===== src/rtl/muldiv_pkg.sv =====
// Shared definitions for the RV64M divide path.
// Holds the {opcode, funct3} constants of the eight divide/remainder ops,
// the issue-controller state type, and small op-classification helpers
// used by the issue controller and the operand extender.
package muldiv_pkg;

    localparam int DIV_OP_W = 10;

    localparam logic [6:0] OPC_OP   = 7'b0110011;
    localparam logic [6:0] OPC_OP32 = 7'b0111011;

    localparam logic [DIV_OP_W-1:0] DIV   = {OPC_OP,   3'b100};
    localparam logic [DIV_OP_W-1:0] DIVU  = {OPC_OP,   3'b101};
    localparam logic [DIV_OP_W-1:0] REM   = {OPC_OP,   3'b110};
    localparam logic [DIV_OP_W-1:0] REMU  = {OPC_OP,   3'b111};
    localparam logic [DIV_OP_W-1:0] DIVW  = {OPC_OP32, 3'b100};
    localparam logic [DIV_OP_W-1:0] DIVUW = {OPC_OP32, 3'b101};
    localparam logic [DIV_OP_W-1:0] REMW  = {OPC_OP32, 3'b110};
    localparam logic [DIV_OP_W-1:0] REMUW = {OPC_OP32, 3'b111};

    typedef enum logic [2:0] {
        S_IDLE  = 3'd0,
        S_ISSUE = 3'd1,
        S_WAIT  = 3'd2,
        S_DONE  = 3'd3,
        S_DRAIN = 3'd4
    } div_state_t;

    function automatic logic is_div_op(input logic [DIV_OP_W-1:0] op);
        return (op == DIV)  || (op == DIVU)  || (op == REM)  || (op == REMU) ||
               (op == DIVW) || (op == DIVUW) || (op == REMW) || (op == REMUW);
    endfunction

    function automatic logic is_w_op(input logic [DIV_OP_W-1:0] op);
        return (op == DIVW) || (op == DIVUW) || (op == REMW) || (op == REMUW);
    endfunction

    function automatic logic is_signed_op(input logic [DIV_OP_W-1:0] op);
        return (op == DIV) || (op == REM) || (op == DIVW) || (op == REMW);
    endfunction

endpackage


===== src/rtl/div_operand_ext.sv =====
// Operand preparation for the divider (purely combinational).
// 64-bit ops pass both operands through; signed W ops sign-extend bits
// [31:0], unsigned W ops zero-extend bits [31:0].
// Ports:
//   op       : {opcode, funct3} of the op being prepared
//   rs1, rs2 : raw source operands
//   dividend : prepared dividend
//   diviser  : prepared divisor
module div_operand_ext
    import muldiv_pkg::*;
(
    input  logic [DIV_OP_W-1:0] op,
    input  logic [63:0]         rs1,
    input  logic [63:0]         rs2,
    output logic [63:0]         dividend,
    output logic [63:0]         diviser
);

    logic        w_op;
    logic        s_op;
    logic [63:0] src [2];
    logic [63:0] ext [2];

    assign w_op   = is_w_op(op);
    assign s_op   = is_signed_op(op);
    assign src[0] = rs1;
    assign src[1] = rs2;

    generate
        for (genvar gi = 0; gi < 2; gi++) begin : g_ext
            assign ext[gi] = !w_op ? src[gi] :
                             s_op  ? {{32{src[gi][31]}}, src[gi][31:0]} :
                                     {32'd0, src[gi][31:0]};
        end
    endgenerate

    assign dividend = ext[0];
    assign diviser  = ext[1];

endmodule


===== src/rtl/div_issue_ctrl.sv =====
// EX-stage issue controller for the multi-cycle 64-bit divider.
// Decodes the RV64M divide/remainder ops, latches and extends operands,
// strobes the divider start, stalls the pipeline while the divide runs,
// presents the captured result for write-back, and drains a divide that
// was flushed after the divider accepted it (the divider cannot abort).
// Ports:
//   clk, rst          : clock, synchronous active-high reset
//   ex_valid_i        : EX holds a valid instruction
//   inst_op_f3_i      : {opcode, funct3} of the EX instruction
//   rs1_data_i/rs2_   : dividend / divisor sources
//   rd_addr_i         : destination register
//   flush_i           : kill EX instruction and any in-flight divide
//   stall_o           : freeze IF/ID/EX
//   wb_valid_o        : one-cycle result-valid
//   wb_rd_addr_o      : destination of the result
//   wb_data_o         : quotient or remainder
//   div_dividend_o    : divider dividend
//   div_diviser_o     : divider divisor
//   div_op_o          : divider op code
//   div_ready_o       : divider start strobe
//   div_rem_data_i    : divider result
//   div_finish_i      : divider done pulse
//   div_busy_i        : divider busy
module div_issue_ctrl
    import muldiv_pkg::*;
#(
    parameter int OP_W = DIV_OP_W
) (
    input  logic            clk,
    input  logic            rst,
    input  logic            ex_valid_i,
    input  logic [OP_W-1:0] inst_op_f3_i,
    input  logic [63:0]     rs1_data_i,
    input  logic [63:0]     rs2_data_i,
    input  logic [4:0]      rd_addr_i,
    input  logic            flush_i,
    output logic            stall_o,
    output logic            wb_valid_o,
    output logic [4:0]      wb_rd_addr_o,
    output logic [63:0]     wb_data_o,
    output logic [63:0]     div_dividend_o,
    output logic [63:0]     div_diviser_o,
    output logic [OP_W-1:0] div_op_o,
    output logic            div_ready_o,
    input  logic [63:0]     div_rem_data_i,
    input  logic            div_finish_i,
    input  logic            div_busy_i
);

    div_state_t      state_reg, state_next;
    logic [63:0]     rs1_reg, rs2_reg;
    logic [OP_W-1:0] op_reg;
    logic [4:0]      rd_reg;
    logic [63:0]     wb_data_reg;
    logic [4:0]      wb_rd_reg;

    logic is_div;
    logic issue_req;
    logic latch_en;
    logic capture_en;

    assign is_div    = is_div_op(inst_op_f3_i);
    assign issue_req = ex_valid_i & is_div & !flush_i;

    always_comb begin
        state_next  = state_reg;
        stall_o     = 1'b0;
        div_ready_o = 1'b0;
        wb_valid_o  = 1'b0;
        latch_en    = 1'b0;
        capture_en  = 1'b0;
        case (state_reg)
            S_IDLE: begin
                // Stall even while waiting for a busy divider so the op is held.
                stall_o = issue_req;
                if (issue_req && !div_busy_i) begin
                    latch_en   = 1'b1;
                    state_next = S_ISSUE;
                end
            end
            S_ISSUE: begin
                // The divider accepts this cycle regardless of flush, so a
                // flush here must still wait out the divide.
                div_ready_o = 1'b1;
                stall_o     = !flush_i;
                state_next  = flush_i ? S_DRAIN : S_WAIT;
            end
            S_WAIT: begin
                stall_o = !flush_i;
                if (flush_i) begin
                    // Finish coinciding with flush means the divider is
                    // already idle: nothing left to drain.
                    state_next = div_finish_i ? S_IDLE : S_DRAIN;
                end else if (div_finish_i) begin
                    capture_en = 1'b1;
                    state_next = S_DONE;
                end
            end
            S_DONE: begin
                wb_valid_o = 1'b1;
                state_next = S_IDLE;
            end
            S_DRAIN: begin
                // A new divide waiting in EX must be held until the drain ends.
                stall_o = ex_valid_i & is_div;
                if (div_finish_i) begin
                    state_next = S_IDLE;
                end
            end
            default: begin
                state_next = S_IDLE;
            end
        endcase
    end

    always_ff @(posedge clk) begin
        if (rst) begin
            state_reg   <= S_IDLE;
            rs1_reg     <= '0;
            rs2_reg     <= '0;
            op_reg      <= '0;
            rd_reg      <= '0;
            wb_data_reg <= '0;
            wb_rd_reg   <= '0;
        end else begin
            state_reg <= state_next;
            if (latch_en) begin
                rs1_reg <= rs1_data_i;
                rs2_reg <= rs2_data_i;
                op_reg  <= inst_op_f3_i;
                rd_reg  <= rd_addr_i;
            end
            if (capture_en) begin
                wb_data_reg <= div_rem_data_i;
                wb_rd_reg   <= rd_reg;
            end
        end
    end

    div_operand_ext u_ext (
        .op       (op_reg),
        .rs1      (rs1_reg),
        .rs2      (rs2_reg),
        .dividend (div_dividend_o),
        .diviser  (div_diviser_o)
    );

    assign div_op_o     = op_reg;
    assign wb_data_o    = wb_data_reg;
    assign wb_rd_addr_o = wb_rd_reg;

endmodule


===== config.mk =====
export PLATFORM = sky130hd
export DESIGN_NAME = div_issue_ctrl
export DESIGN_NICKNAME = d
export VERILOG_FILES = /design/src/rtl/muldiv_pkg.sv /design/src/rtl/div_operand_ext.sv /design/src/rtl/div_issue_ctrl.sv
export SDC_FILE = /design/constraint.sdc
export NUM_CORES = 1
export LEC_CHECK = 0
export CAP_MARGIN = 10
export CORE_ASPECT_RATIO = 1.25
export CORE_MARGIN = 1
export CORE_UTILIZATION = 25
export DETAILED_ROUTE_END_ITERATION = 10
export SETUP_SLACK_MARGIN = 0.05
export SLEW_MARGIN = 30
export SYNTH_ARGS = -nofsm -noshare
export SYNTH_HDL_FRONTEND = slang
export SYNTH_SLANG_ARGS = --single-unit

===== constraint.sdc =====
create_clock -name clk -period 1.5 [get_ports clk]
set_input_delay 0.3 -clock clk [delete_from_list [all_inputs] [get_ports clk]]
set_output_delay 0.3 -clock clk [all_outputs]
set_load 0.005 [all_outputs]

-- Yosys cells after proc, flatten, opt, wreduce, memory -nomap -nowiden
Cells that the tools add are included.
W data, S select, Z words.
- register bits: 215
- latch bits: 0
- bits in writable memories: 0
- memory bits (read-only): 0
- input port bits: 213
- output and inout port bits: 210
- logic and storage cells: 68
- memories: 0
- add/subtract/negate cells: 0
- $mul: 0
- div/mod/pow operators: 0
- magnitude comparators: 0
- equal/unequal tests: 21
- shift-type cells: 0
- multiplexer cells: 19
- bitwise gates (word level): 2
- reduce and logical (&&, ||, !) cells: 19
- operators with widths (kind ; number):
    $mux W64 ; 4
    $eq A10 B9 Y1 const B ; 14
    $mux W3 ; 6
    $logic_or A1 B1 Y1 ; 13
    $pmux W3 S4 ; 1
    $mux W1 ; 7
    $eq A3 B2 Y1 const B ; 2
    $ne A2 B2 Y1 const B ; 2
    $eq A3 B1 Y1 const B ; 1
    $eq A3 B3 Y1 const B ; 1
    $logic_not A3 Y1 ; 1
    $ne A3 B3 Y1 const B ; 1
    $pmux W1 S3 ; 1
    $reduce_and A3 Y1 ; 1
    $and A1 B1 Y1 ; 2
    $logic_not A1 Y1 ; 2
    $reduce_or A2 Y1 ; 1
    $logic_and A1 B1 Y1 ; 1

-- Longest topological paths before layout
Gate-level depths: netlist (run 1).
- depth in word-level cells: 13
- depth in mapped cells: 7
- mapped depth without buffers: 3

-- Cells and area by module
Synthesis (run 1) repeated with hierarchy kept, for this count alone.
- cells, all modules: 1105
- area total of the unflattened synthesis: 10273.6 µm²
- by module, submodules not included (module ; instances ; cells each ; area an instance (µm²)):
    div_issue_ctrl ; 1 ; 957 ; 9071.2
    div_operand_ext ; 1 ; 148 ; 1202.4

-- Worst setup path after synthesis (run 1)
No wires, ideal clock.
- kind: register to output
- start: register op_reg[5] (netlist: div_op_o[5])
- end: output port div_dividend_o[32]
- arrival: 1360 ps
- path slack: -160 ps
- stages on the path, launching flop included: 6
- path buffers: 2
- path through: dfxtp_1 > nand4b_1 > or2_1 > clkbuf_1 > clkbuf_1 > a21o_1
- word-level cells in the longest chain between the ends: 6
- ends and longest elaborated chain (element ; line ; RTL):
    start, declared ; div_issue_ctrl.sv:52 ; logic [OP_W-1:0] op_reg;
    start signal, assigned ; div_issue_ctrl.sv:130 ; op_reg <= inst_op_f3_i;
    $eq A10 B9 Y1 ; muldiv_pkg.sv:39 ; return (op == DIV) || (op == REM) || (op == DIVW) || (op == REMW);
    $logic_or A1 B1 Y1 (3 in series) ; muldiv_pkg.sv:39 ;
    $mux W64 ; div_operand_ext.sv:32 ; s_op ? {{32{src[gi][31]}}, src[gi][31:0]} :
    $mux W64 (*) ; div_operand_ext.sv:31 ; assign ext[gi] = !w_op ? src[gi] :
    end, declared ; div_issue_ctrl.sv:41 ; output logic [63:0] div_dividend_o,
Mark *: on every way between the ends. The rest lies on a longest branch, timed or not.

-- Worst setup path in the final report (run 1)
- start: register op_reg[9] (netlist: div_op_o[9])
- end: output port div_dividend_o[49]
Same word-level chain as after synthesis.

==> run_results.csv, run 1 <==
group,metric,value,unit
final_layout,drive_above_1_share,29.0,%
global_routing,grt_pass1_vias,9073,
power,p_per_area,730,mW/mm2
logic_synthesis,syn_nets,1320,
logic_synthesis,synth-adder-area-share,0,%
worst_setup_path,worstPathArrival,2.17,ns
worst_setup_path,crit_buf_inv,4,
logic_synthesis,ys_seq_elements,215,
logic_synthesis,synthFlopType,"dfxtp_1",
drt,route.detailed.drc,0,
worst_setup_path,reg2reg_to,"wb_data_o[61]$_SDFFE_PP0P_",
logic_synthesis,synth_compound_area_share,12.2,%
worst_setup_path,max_stage_delay,0.34,ns
logic_synthesis,muxShareOfSynthArea,13.4,%
logic_synthesis,yosys_warnings,0,
logic_synthesis,synth-simple-area-share,22.4,%
timing,hold_viol_final,0,
clocking,clk_latency,0.56,ns
place,dp_hpwl,22400,um
logic_synthesis,yosys.area.top_type,"dfxtp_1",
min_path,holdPathStages,2,
place,place_congestion,0.778,
floorplan,ioPinCount,423,
timing,setup_viol,279,
global_routing,grt_max_degree,66,
worst_setup_path,reg2reg_slack,-0.34,ns
floorplan,die-area,0.0414,mm2
worst_setup_path,setup.worst_path.class,"flop to output pin",
global_routing,groute.usage.overall,15.5,%
floorplan,initial_core_util,25.3,%
worst_setup_path,path_cells,"nand4b_1 -> buf_6 -> nor4b_4 -> buf_4 -> clkbuf_16 -> a21o_1 -> buf_2",
global_routing,overflow,0,
clocking,cts_tree,"yes",
drt,num_vias,9462,
logic_synthesis,ys_seq_area_share,42.4,%
global_routing,grt_pass1_wl,51200,um
drt,routed_wl,38700,um
logic_synthesis,synth_edf_count,0,
final_layout,nets,1742,
worst_setup_path,reg2reg_from,"state_reg[2]$_SDFFE_PP0P_",
worst_setup_path,ff2ff_path_depth,7,
floorplan,die_w,182,um
clocking,holdBufCountCts,0,
floorplan,core_area,0.0400,mm2
drt,postRouteAntennaNets,0,
power,leakagePower,0.0103,uW
worst_setup_path,crit_path_end_kind,"output pin",
timing,tightest_slew,0.685,ns
clocking,cts_root_buffer,"clkbuf_16",
logic_synthesis,syn-mean-instance-area,9.16,um2
timing,maxSlewViolCount,0,
final_layout,final_core_util,45.5,%
worst_setup_path,crit_slowest_cell,"nor4b_4",
clocking,clk_pin_slew,0.06,ns
logic_synthesis,netlist_area,0.0101,mm2
outcome,status,"finished with violations",
floorplan,rows,82,
logic_synthesis,synth_cell_types,38,
outcome,violations,"negative setup slack",
timing,timing.hold.ws,0.118,ns
min_path,min_from,"rst",
floorplan,dieHeight,227,um
place,port_buffers,422,
timing,rsz0062_at_grt,"true",
worst_setup_path,crit_fanout,8,
timing,skew,0.0173,ns
logic_synthesis,synth_top_area_share,42.4,%
logic_synthesis,synth_cells,1107,
logic_synthesis,netlist_top_cells_area,"dfxtp_1, nand2b_1, mux2i_1, buf_4, a21o_1",
drt,drt-initial-drc-count,283,
drt,drt_pre_antenna_iters,4,
place,dp_cells,1934,
logic_synthesis,async_flop_share,0,%
logic_synthesis,synth_top_family_by_area,"simple AND/OR/NAND/NOR gates",
logic_synthesis,synth-xor-area-share,0.0864,%
clocking,htree_num_levels,1,
drt,wl_per_cell,18.9,um
timing,post-route-period-util,164,%
final_layout,final_cell_mix,"nand2b_1, clkdlybuf4s50_1, dfxtp_1",
flow_run,cap_violations,0,
clocking,cts_max_path_buffers,3,
global_routing,antenna_found_initial,0,
drt,post_drt_via_cell_ratio,4.62,
worst_setup_path,path_delay_family,"buffers and inverters",
timing,tns,-104.58,ns
worst_setup_path,start_kind,"flop",
final_layout,instances_no_fill,2050,
worst_setup_path,crit_required,1.20,ns
power,ir_worst_vdd,0.766,mV
clocking,cts.sinks,215,
clocking,cts_buffers,26,
min_path,hold-path-endpoint,"div_op_o[8]$_SDFFE_PP0P_",
timing,setup_slack,-0.966,ns
final_layout,syn_to_final_growth,79.4,%
timing,post-route-min-period,2.47,ns
timing,relSlewSlack,54.3,%
timing,fmax,406,MHz
min_path,hold_class,"primary input to flop",
final_layout,layout_commonest_cell,"nand2b_1",
[worst max-delay path by stage]
| stage | start | endpoint | slack, ns | cells after the start |
|---|---|---|---|---|
| after global routing | div_op_o[9]$_SDFFE_PP0P_ | div_dividend_o[49] | -1.05 | 7 |
| after floorplan | div_op_o[5]$_SDFFE_PP0P_ | div_dividend_o[33] | -0.07 | 4 |
| after detailed placement | flush_i | stall_o | -0.80 | 4 |
| after CTS | div_op_o[5]$_SDFFE_PP0P_ | div_diviser_o[32] | -1.22 | 6 |
| final | div_op_o[9]$_SDFFE_PP0P_ | div_dividend_o[49] | -0.97 | 7 |
| after global placement | flush_i | stall_o | -0.83 | 4 |
[Yosys cell counts, types with 2 or more instances]
cell type and n:
and3b_1 2, buf_4 72, nor2b_1 2, o21ai_0 59, nor3b_1 2, dfxtp_1 215, and4b_1 2, o21ai_1 12
clkbuf_2 8, nand3_1 70, a21o_1 64, a21oi_1 76, nand2b_1 272, nor2_1 3, nand4b_1 2, buf_2 23
clkbuf_1 61, mux2i_1 136, nor3_1 2, inv_1 6
[power by group]
| group | leakage, uW | internal, uW | switching, uW |
|---|---|---|---|
| Clock | 0.000417 | 3790 | 2640 |
| Sequential | 0.00174 | 5710 | 1.53 |
| Combinational | 0.00819 | 712 | 436 |
| Total | 0.0103 | 10200 | 3080 |
[cell type report]
type | instances | area (um2)
repair buffers | 560 | 6460
flip-flops and latches | 215 | 4330
fillers | 3704 | 21800
multi-input cells | 719 | 5890
diodes | 1 | 2.50
well taps | 504 | 631
inverters | 7 | 26.3
clock inverters | 12 | 153
clock buffers | 32 | 693
[stage by stage]
stage	setup WS, ns	area [um2]	total power, uW
3_3_place_gp	-0.833	14800	6880
4_1_cts	-1.22	16100	13400
6_report	-0.966	18200	13300
5_1_grt	-1.05	18200	13700
3_5_place_dp	-0.798	14800	6890
2_1_floorplan	-0.0736	10300	6190
[layer usage]
layer | GRT usage, % | wire length, um | vias to the layer above
li1 | - | - | 4526
met1 | 17.6 | 14900 | 4558
met2 | 28.2 | 20200 | 315
met3 | 4.22 | 2470 | 63
met4 | 4.96 | 1190 | 0
met5 | 0 | 0 | -
[cells by family after synthesis]
kind of cell,after synthesis
AND/OR/NAND/NOR,369
multiplexers,136
AO/OA/AOI/OAI,213
flip-flops,215
XOR/XNOR,1
buffers and inverters,173
[repair_timing]
| action | 4_1_cts | 5_1_grt |
|---|---|---|
| endpoints found under the setup margin | 420 | 420 |
| buffers inserted | 16 | 30 |
| gates cloned | 8 | 26 |
| pin swaps | 11 | 142 |
| gates resized for setup | 262 | 510 |
(Power assumes the default switching activity.)
==> run 2, diff against run 1 <==
Settings changed: CTS_BUF_LIST set to sky130_fd_sc_hd__clkbuf_4 sky130_fd_sc_hd__clkbuf_8, SYNTH_HIERARCHICAL set to 1.
==> run_results.csv, run 2 <==
group,metric,value,unit
outcome,status,"finished with violations",
outcome,violations,"negative setup slack",
timing,relSlewSlack,57.9,%
logic_synthesis,synth_most_common_cell,"nand2b_1",
power,p_switching,2850,uW
min_path,min_from,"rs2_data_i[49]",
final_layout,multi_input_area,0.00566,mm2
logic_synthesis,synthFlopType,"dfxtp_1",
final_layout,syn_to_final_growth,73.5,%
clocking,cts_buffers,39,
worst_setup_path,path_common_cell,"buf_6",
logic_synthesis,synth_top_area_share,41.9,%
floorplan,initial_core_util,25.5,%
floorplan,ioPinCount,423,
clocking,clk_latency,0.56,ns
worst_setup_path,worstPathArrival,2.28,ns
logic_synthesis,synth_cell_types,38,
worst_setup_path,crit_path_end_kind,"output pin",
power,total_power,12300,uW
logic_synthesis,synth-xor-area-share,0.0853,%
worst_setup_path,crit_start,"div_op_o[9]$_SDFFE_PP0P_",
logic_synthesis,synth_top_family_by_area,"simple AND/OR/NAND/NOR gates",
timing,post-route-period-util,172,%
logic_synthesis,yosys.area.top_type,"dfxtp_1",
timing,fmax,388,MHz
logic_synthesis,synth_compound_area_share,12.1,%
clocking,cts_max_path_buffers,3,
power,leakagePower,0.0103,uW
floorplan,dieHeight,229,um
logic_synthesis,yosys_warnings,6,
power,ir_worst_vdd,0.463,mV
power,p_seq_share,46.3,%
global_routing,use_met2,26.3,%
global_routing,grt.busiest_layer,"met2",
final_layout,ff_latch_area,0.00434,mm2
worst_setup_path,crit_slowest_cell,"dfxtp_2",
worst_setup_path,reg2reg_from,"state_reg[1]$_SDFFE_PP0P_",
drt,wl_per_cell,17.9,um
floorplan,die-area,0.0419,mm2
power,p_per_area,691,mW/mm2
final_layout,nets,1753,
global_routing,groute.usage.overall,14.9,%
logic_synthesis,async_flop_share,0,%
timing,setup_viol,276,
global_routing,grt_pass1_vias,9062,
min_path,hold_class,"primary input to flop",
global_routing,grt_pass1_wl,49700,um
clocking,htree_num_levels,2,
drt,post_drt_via_cell_ratio,4.48,
worst_setup_path,crit_required,1.20,ns
drt,route.detailed.drc,0,
drt,routed_wl,37900,um
final_layout,fillerInstances,3877,
clocking,cts.sinks,215,
timing,tightest_slew,0.631,ns
clocking,cts_root_buffer,"clkbuf_8",
global_routing,overflow,0,
drt,postRouteAntennaNets,0,
logic_synthesis,muxShareOfSynthArea,13.3,%
drt,drt_pre_antenna_iters,4,
floorplan,core_area,0.0403,mm2
logic_synthesis,ys_seq_elements,215,
drt,drt-initial-drc-count,301,
global_routing,antenna_found_initial,4,
logic_synthesis,ys_seq_area_share,41.9,%
logic_synthesis,synth_cells,1105,
logic_synthesis,synth_edf_count,0,
final_layout,final_cell_mix,"nand2b_1, clkdlybuf4s50_1, dfxtp_1",
worst_setup_path,start_kind,"flop",
logic_synthesis,synth-simple-area-share,22.4,%
timing,timing.hold.ws,0.297,ns
global_routing,grt_util_met3,4.65,%
place,place_congestion,0.757,
logic_synthesis,netlist_top_cells_area,"dfxtp_1, nand2b_1, mux2i_1, buf_4, a21o_1",
global_routing,use_met1,16.3,%
global_routing,grt_max_degree,66,
worst_setup_path,max_stage_delay,0.32,ns
timing,skew,0.0220,ns
timing,hold_viol_final,0,
place,dp_hpwl,22400,um
drt,num_vias,9453,
timing,maxSlewViolCount,0,
worst_setup_path,setup.worst_path.class,"flop to output pin",
logic_synthesis,syn_nets,1318,
power,p_clk_share,45.5,%
place,pre_cts_ws,-0.860,ns
timing,post-route-min-period,2.58,ns
logic_synthesis,synth-adder-area-share,0,%
final_layout,layout_commonest_cell,"nand2b_1",
logic_synthesis,netlist_area,0.0103,mm2
clocking,clk_pin_slew,0.06,ns
power,p_int,9460,uW
worst_setup_path,crit_fanout,4,
timing,rsz0062_at_grt,"true",
timing,setup_slack,-1.08,ns
floorplan,die_w,183,um
clocking,cts_tree,"yes",
floorplan,rows,82,
place,port_buffers,422,
power,pwr-share-comb,8.2,%
logic_synthesis,syn-mean-instance-area,9.30,um2
logic_synthesis,synth_top_cells_by_count,"nand2b_1, dfxtp_1, mux2i_1",
worst_setup_path,path_cells,"nand4bb_4 -> buf_6 -> nor4_4 -> buf_6 -> buf_12 -> clkbuf_16 -> buf_6 -> buf_8 -> a21o_1 -> clkbuf_2",
power,p_sw_share,23.2,%
flow_run,cap_violations,0,
final_layout,drive_above_1_share,27.1,%
## run 2: cell types whose count changed in the layout (fill, tap and decap cells not counted), sizes merged, moves of 4 or more
cell / before / now
clkbuf: 65 / 105
buf: 186 / 168
dlygate4sd2: 0 / 8
clkdlybuf4s50: 210 / 203
clkinv: 7 / 3
dlymetal6s2s: 131 / 135
## run 2: path summary, 6_finish.rpt
path | endpoint | slack, ns | depth (start not counted)
worst max-delay path | div_diviser_o[36] | -1.08 | 10
worst min-delay path | rs2_reg[49]$_SDFFE_PP0P_ | 0.30 | 3
worst max register to register | wb_data_o[28]$_SDFFE_PP0P_ | -0.30 | 9
worst min register to register | wb_rd_addr_o[4]$_SDFFE_PP0P_ | 0.46 | 2
## run 2: power by group through the flow
stage | combinational [uW] | clock [uW] | sequential (uW)
final | 1010 | 5600 | 5710
after global routing | 1080 | 6050 | 5700
after CTS | 966 | 5820 | 5710
after detailed placement | 968 | 0 | 5840
after global placement | 961 | 0 | 5840
after floorplan | 300 | 0 | 5840
## run 2: per-layer routing
layer  vias to the layer above  part of all wire [%]
li1                       4535                     -
met1                      4507                    39
met2                       339                    52
met3                        72                   6.8
met4                         0                   2.9
met5                         -                     0
## run 2: final cells by class
| type | instances | area share [%] |
|---|---|---|
| Antenna cell | 4 | 0.0562 |
| Tap cell | 546 | 3.83 |
| Multi-Input combinational cell | 717 | 31.8 |
| Timing Repair Buffer | 559 | 35.6 |
| Clock buffer | 60 | 4.11 |
| Inverter | 8 | 0.168 |
| Clock inverter | 3 | 0.0842 |
| Sequential cell | 215 | 24.4 |
## run 2: metrics by stage
stage,area (um2),cells,TNS [ns],utilization (%)
after detailed placement,14900,1974,-169.38,37.0
after CTS,15700,2045,-126.54,38.8
after floorplan,10300,1105,-3.43,-
after global placement,14900,1974,-172.93,37.0
after global routing,17800,2112,-106.05,44.2
final,17800,2112,-84.30,44.2
## run 2: critical path, delay by kind of cell, from the launching register on
kind            cells  cell delay [ns]
compound gates      1             0.09
buf+inv             7             0.80
flops               1             0.32
simple gates        2             0.51
## run 2: cells by family after synthesis
kind of cell / after synthesis
multiplexers: 136
AND/OR/NAND/NOR: 366
buffers and inverters: 173
AO/OA/AOI/OAI: 214
flip-flops: 215
XOR/XNOR: 1
## run 2: repair_timing
| action | in CTS | in global routing |
|---|---|---|
| hold buffers | 0 | 0 |
| endpoints found under the setup margin | 415 | 423 |
| pin swaps | 23 | 68 |
| setup buffers | 8 | 29 |
| gates resized for setup | 224 | 433 |
| gates cloned | 1 | 35 |
